--- src/rtl/select_encode_regfile_pkg.sv ---
// Shared definitions for the select/encode register file: IR field positions,
// default sizes and the sweep FSM state type.
package select_encode_regfile_pkg;

    localparam int DATA_W_DEF   = 32;
    localparam int NUM_REGS_DEF = 16;

    localparam int IR_RA_MSB = 26;
    localparam int IR_RA_LSB = 23;
    localparam int IR_RB_MSB = 22;
    localparam int IR_RB_LSB = 19;
    localparam int IR_RC_MSB = 18;
    localparam int IR_RC_LSB = 15;
    localparam int IR_C_MSB  = 18;

    typedef enum logic {
        IDLE  = 1'b0,
        SWEEP = 1'b1
    } state_e;

endpackage

--- src/rtl/select_encode_regfile_decoder_4to16.sv ---
// Combinational 4-to-16 one-hot decoder driving the register enables.
module decoder_4to16 (
    input  logic [3:0]  sel_i,
    output logic [15:0] dec_o
);

    always_comb begin
        dec_o        = '0;
        dec_o[sel_i] = 1'b1;
    end

endmodule

--- src/rtl/select_encode_regfile.sv ---
// Register file with IR field select/encode logic and a 16-cycle clearing sweep.
// Optional sticky write-error flag enabled by defining SER_WR_ERR_EN.
module select_encode_regfile
    import select_encode_regfile_pkg::*;
#(
    parameter int DATA_W   = DATA_W_DEF,
    parameter int NUM_REGS = NUM_REGS_DEF
) (
    input  logic                       clock,
    input  logic                       clear,
    input  logic [31:0]                ir,
    input  logic                       gra,
    input  logic                       grb,
    input  logic                       grc,
    input  logic                       rin,
    input  logic                       rout,
    input  logic                       baout,
    input  logic [DATA_W-1:0]          bus_in,
    input  logic                       sweep_req,
    output logic                       sweep_busy,
    output logic [15:0]                reg_out_en,
    output logic [NUM_REGS*DATA_W-1:0] r_q,
    output logic [31:0]                c_sign_ext,
    output logic                       wr_err
);

    state_e            state_q, state_d;
    logic [3:0]        cnt_q, cnt_d;
    logic [DATA_W-1:0] regs_q [NUM_REGS];
    logic [3:0]        sel;
    logic [15:0]       dec;
    logic              wr_en;
    logic              unused_ir_hi;

    assign unused_ir_hi = ^ir[31:27];

    // Overlapping field selects OR together bitwise.
    assign sel = (ir[IR_RA_MSB:IR_RA_LSB] & {4{gra}})
               | (ir[IR_RB_MSB:IR_RB_LSB] & {4{grb}})
               | (ir[IR_RC_MSB:IR_RC_LSB] & {4{grc}});

    decoder_4to16 u_dec (
        .sel_i (sel),
        .dec_o (dec)
    );

    assign reg_out_en = (rout || baout) ? dec : 16'h0000;
    assign c_sign_ext = {{(31 - IR_C_MSB){ir[IR_C_MSB]}}, ir[IR_C_MSB:0]};
    assign wr_en      = rin && (state_q == IDLE);

    always_comb begin
        state_d    = state_q;
        cnt_d      = cnt_q;
        sweep_busy = 1'b0;
        case (state_q)
            IDLE: begin
                if (sweep_req) begin
                    state_d = SWEEP;
                    cnt_d   = 4'd0;
                end
            end
            SWEEP: begin
                sweep_busy = 1'b1;
                cnt_d      = cnt_q + 4'd1;
                if (cnt_q == 4'd15) begin
                    state_d = IDLE;
                end
            end
            default: state_d = IDLE;
        endcase
    end

    always_ff @(posedge clock) begin
        if (clear) begin
            state_q <= IDLE;
            cnt_q   <= 4'd0;
            for (int i = 0; i < NUM_REGS; i++) begin
                regs_q[i] <= '0;
            end
        end else begin
            state_q <= state_d;
            cnt_q   <= cnt_d;
            if (state_q == SWEEP) begin
                regs_q[cnt_q] <= '0;
            end else if (wr_en) begin
                regs_q[sel] <= bus_in;
            end
        end
    end

    // R0 reads as zero while the base-address path is active.
    always_comb begin
        for (int i = 0; i < NUM_REGS; i++) begin
            r_q[i*DATA_W +: DATA_W] = regs_q[i];
        end
        if (baout) begin
            r_q[DATA_W-1:0] = '0;
        end
    end

`ifdef SER_WR_ERR_EN
    logic wr_err_q;

    always_ff @(posedge clock) begin
        if (clear) begin
            wr_err_q <= 1'b0;
        end else if (rin && ((state_q == SWEEP) || !(gra || grb || grc))) begin
            wr_err_q <= 1'b1;
        end
    end

    assign wr_err = wr_err_q;
`else
    assign wr_err = 1'b0;
`endif

endmodule

--- config.mk ---
export PLATFORM = sky130hd
export DESIGN_NAME = select_encode_regfile
export DESIGN_NICKNAME = d
export VERILOG_FILES = /design/src/rtl/select_encode_regfile_pkg.sv /design/src/rtl/select_encode_regfile_decoder_4to16.sv /design/src/rtl/select_encode_regfile.sv
export SDC_FILE = /design/constraint.sdc
export NUM_CORES = 1
export LEC_CHECK = 0
export CORE_AREA = 3 3 247 249
export CTS_BUF_LIST = sky130_fd_sc_hd__clkbuf_4 sky130_fd_sc_hd__clkbuf_8
export DETAILED_ROUTE_END_ITERATION = 8
export DIE_AREA = 0 0 250 252
export GPL_TIMING_DRIVEN = 0
export SLEW_MARGIN = 20
export SYNTH_ARGS = -nofsm -noshare
export SYNTH_HDL_FRONTEND = slang
export SYNTH_SLANG_ARGS = --single-unit
--- constraint.sdc ---
create_clock -name clock -period 5.9 [get_ports clock]
set_clock_uncertainty 0.2 [all_clocks]
set_input_delay 0.59 -clock clock [delete_from_list [all_inputs] [get_ports clock]]
set_output_delay 0.59 -clock clock [all_outputs]
set_load 0.05 [all_outputs]
==> flow_metrics.tcl <==
set metrics [dict create \
    outcome "complete, no violations" \
    setup_viol 0 \
    drt_iter0_markers 1162 \
    cp.required_ps 5110 \
    multiInputGateArea_um2 3508 \
    top_layer "met5" \
    cts_hold_repair.buffers 0 \
    hold_ws_ps 443.8 \
    crit_chain "clkdlybuf4s50_1 -> a222oi_1 -> clkbuf_1 -> clkbuf_1 -> nand2_1 -> nor2_1 -> clkdlybuf4s50_1" \
    die_height_um 252 \
    port_buffers 613 \
    layout_common_cells "clkdlybuf4s50_1 (613), nor2_1 (535), edfxtp_1 (512)" \
    min_path_type "flop to flop" \
    met2_length_um 40380 \
    ys_ff_latch 517 \
    relSlewSlack_pct 27.76 \
    start_kind "input port" \
    overflow 0 \
    routedWlPerCell_um 27.37 \
    io_pins 635 \
    mostFrequentLayoutCell "clkdlybuf4s50_1" \
    critPathMaxFanout 10 \
    rsz0062_at_grt "false" \
    die-area_um2 63000 \
    wl_met1_um 30480 \
    coreArea_um2 58910 \
    timing.fmax_ghz 0.2011 \
    crit_path_end_kind "output port" \
    cts-root-buf "clkbuf_8" \
    met3_length_um 7631 \
    post_cts.repair.setup_buffers 0 \
    worstMarginPinSlew_ps 1084 \
    nFillCells 5229 \
    fin_crit_ps 4974 \
    yosys_warnings 0 \
    drive_gt1_share_pct 10.73 \
    layout.nets 2208 \
    power_leakage_nw 9.674 \
    fin_crit_sh_pct 84.30 \
    ir_drop_mv 0.2257 \
    crit_type "input port to output port" \
    htree_levels 3 \
    synth_cells 1409 \
    std_cell_rows 89 \
    synth_seq_area_share_pct 79.47 \
    finalMaxSlewViolations 0 \
    cts_tree "yes" \
    grt_antenna_before_repair 5 \
    clk_pin_slew_worst_paths_ps 60 \
    syn-num-nets 1483 \
    vias 14471 \
    drcViolationCount 0 \
    grt_pass1_vias 14608 \
    grt_max_degree 26 \
    wl_um 81120 \
    avgSynthCellArea_um2 13.82 \
    hold_viol 0 \
    grt_pass1_wl_um 109900 \
    synth_area_um2 19470 \
    cts.sinks 517 \
    post_cts_resized 0 \
    gp_congestion 0.8709 \
    pre_cts_ws_ps 627.4 \
    final_util_pct 48.95 \
    die_x_um 250 \
    start_util_pct 33.06 \
    cts_buffers 85 \
    clkLatencyLatePin_ps 660 \
    clk_path_buf_depth 3 \
    p_per_area_nw_per_um2 299.9 \
    synth_cell_types 33 \
    worstPathArrival_ps 4180 \
    regArea_um2 15470 \
    fin_ws_ps 926.4 \
    slowest_delay_ps 840 \
    critPathSlowestCell "clkdlybuf4s50_1" \
    viasPerCell 4.882 \
    cap_violations 0 \
    postRouteAntennaNets 0 \
    drtPass1Iterations 5 \
    place_hpwl_um 60590 \
    grt_usage_pct 24.89 \
    syn_to_final_growth_pct 48.09 \
]
[registers in the layout, summed over array words and instances (netlist names)]
name / cells
cnt_q: 4
regs_q: 512
state_q: 1
[where the power goes]
part           total, W  internal, W  switching (W)
Combinational   0.00140     0.000385        0.00102
Clock           0.00301      0.00157        0.00145
Sequential      0.00423      0.00418      0.0000517
[routing by layer]
| metal | up-vias | global-route usage (%) |
|---|---|---|
| li1 | 6389 | - |
| met1 | 7108 | 29.46 |
| met2 | 834 | 42.98 |
| met3 | 134 | 7.731 |
| met4 | 6 | 8.868 |
| met5 | - | 0 |
[Yosys cell counts]
library cell / n / area, um^2
o21ai_0: 2 / 10.01
clkinv_1: 1 / 3.750
inv_1: 3 / 11.26
nand2b_1: 1 / 6.260
nor2_1: 535 / 2008
and2_0: 1 / 6.260
buf_2: 35 / 175.2
buf_1: 4 / 15.01
nor3_1: 5 / 25.02
nand2_1: 4 / 15.01
a32oi_1: 1 / 8.760
mux2i_1: 1 / 10.01
ha_1: 1 / 12.51
a41oi_1: 1 / 8.760
o21bai_1: 16 / 120.1
conb_1: 1 / 3.750
edfxtp_1: 512 / 15370
or3_1: 1 / 6.260
clkbuf_1: 58 / 217.7
a21oi_1: 4 / 20.02
nor3b_1: 6 / 45.04
nand3_1: 97 / 485.5
or2_2: 1 / 6.260
a31oi_1: 4 / 25.02
nand3b_1: 1 / 7.510
nand4_1: 32 / 200.2
or3b_2: 2 / 17.52
nor2b_1: 34 / 212.7
buf_4: 33 / 247.7
a211oi_1: 2 / 15.01
dfxtp_1: 5 / 100.1
a222oi_1: 4 / 40.04
a31oi_2: 1 / 12.51
[kinds of logic (layout without fill, tap and decap cells)]
logic type,count (synthesis),after routing,synth area share [%]
and+or+nand+nor,720,720,15.62
DFF,517,517,79.47
buffers and inverters,134,915,3.444
AOI/OAI and AO/OA,35,35,1.336
adders and majority gates,1,1,0.06424
other,1,2,0.01926
muxes,1,1,0.05140
[worst paths after layout]
path	from	end	slack [ps]	cells past startpoint
worst max-delay path	gra	reg_out_en[8]	930	7
worst min-delay path	cnt_q[3]	cnt_q[3]	440	2
worst max register to register	state_q	regs_q[3][27]	2140	6
worst min register to register	cnt_q[3]	cnt_q[3]	440	2
[final cells by class]
class / count / area share (%)
Sequential cell: 517 / 53.66
Timing Repair Buffer: 638 / 23.01
Multi-Input combinational cell: 758 / 12.17
Clock buffer: 110 / 4.773
Tap cell: 773 / 3.354
Buffer: 130 / 2.274
Clock inverter: 33 / 0.6985
Inverter: 4 / 0.05207
Antenna cell: 1 / 0.008678
[through the flow]
step	instances	power [W]	TNS (ps)	instance area (um^2)
4_1_cts	2961	0.008719	0	28830
3_3_place_gp	2795	0.005675	-647330	26580
6_report	2964	0.008648	0	28840
3_5_place_dp	2818	0.005721	0	27250
2_1_floorplan	1409	0.005087	0	19470
5_1_grt	2963	0.008914	0	28840
[critical path, delay by kind of cell]
family / cells / cell delay, ps
and+or+nand+nor: 2 / 400
buffers and inverters: 4 / 2360
AOI/OAI and AO/OA: 1 / 820
Note: power is estimated with default switching activity, not from simulation.
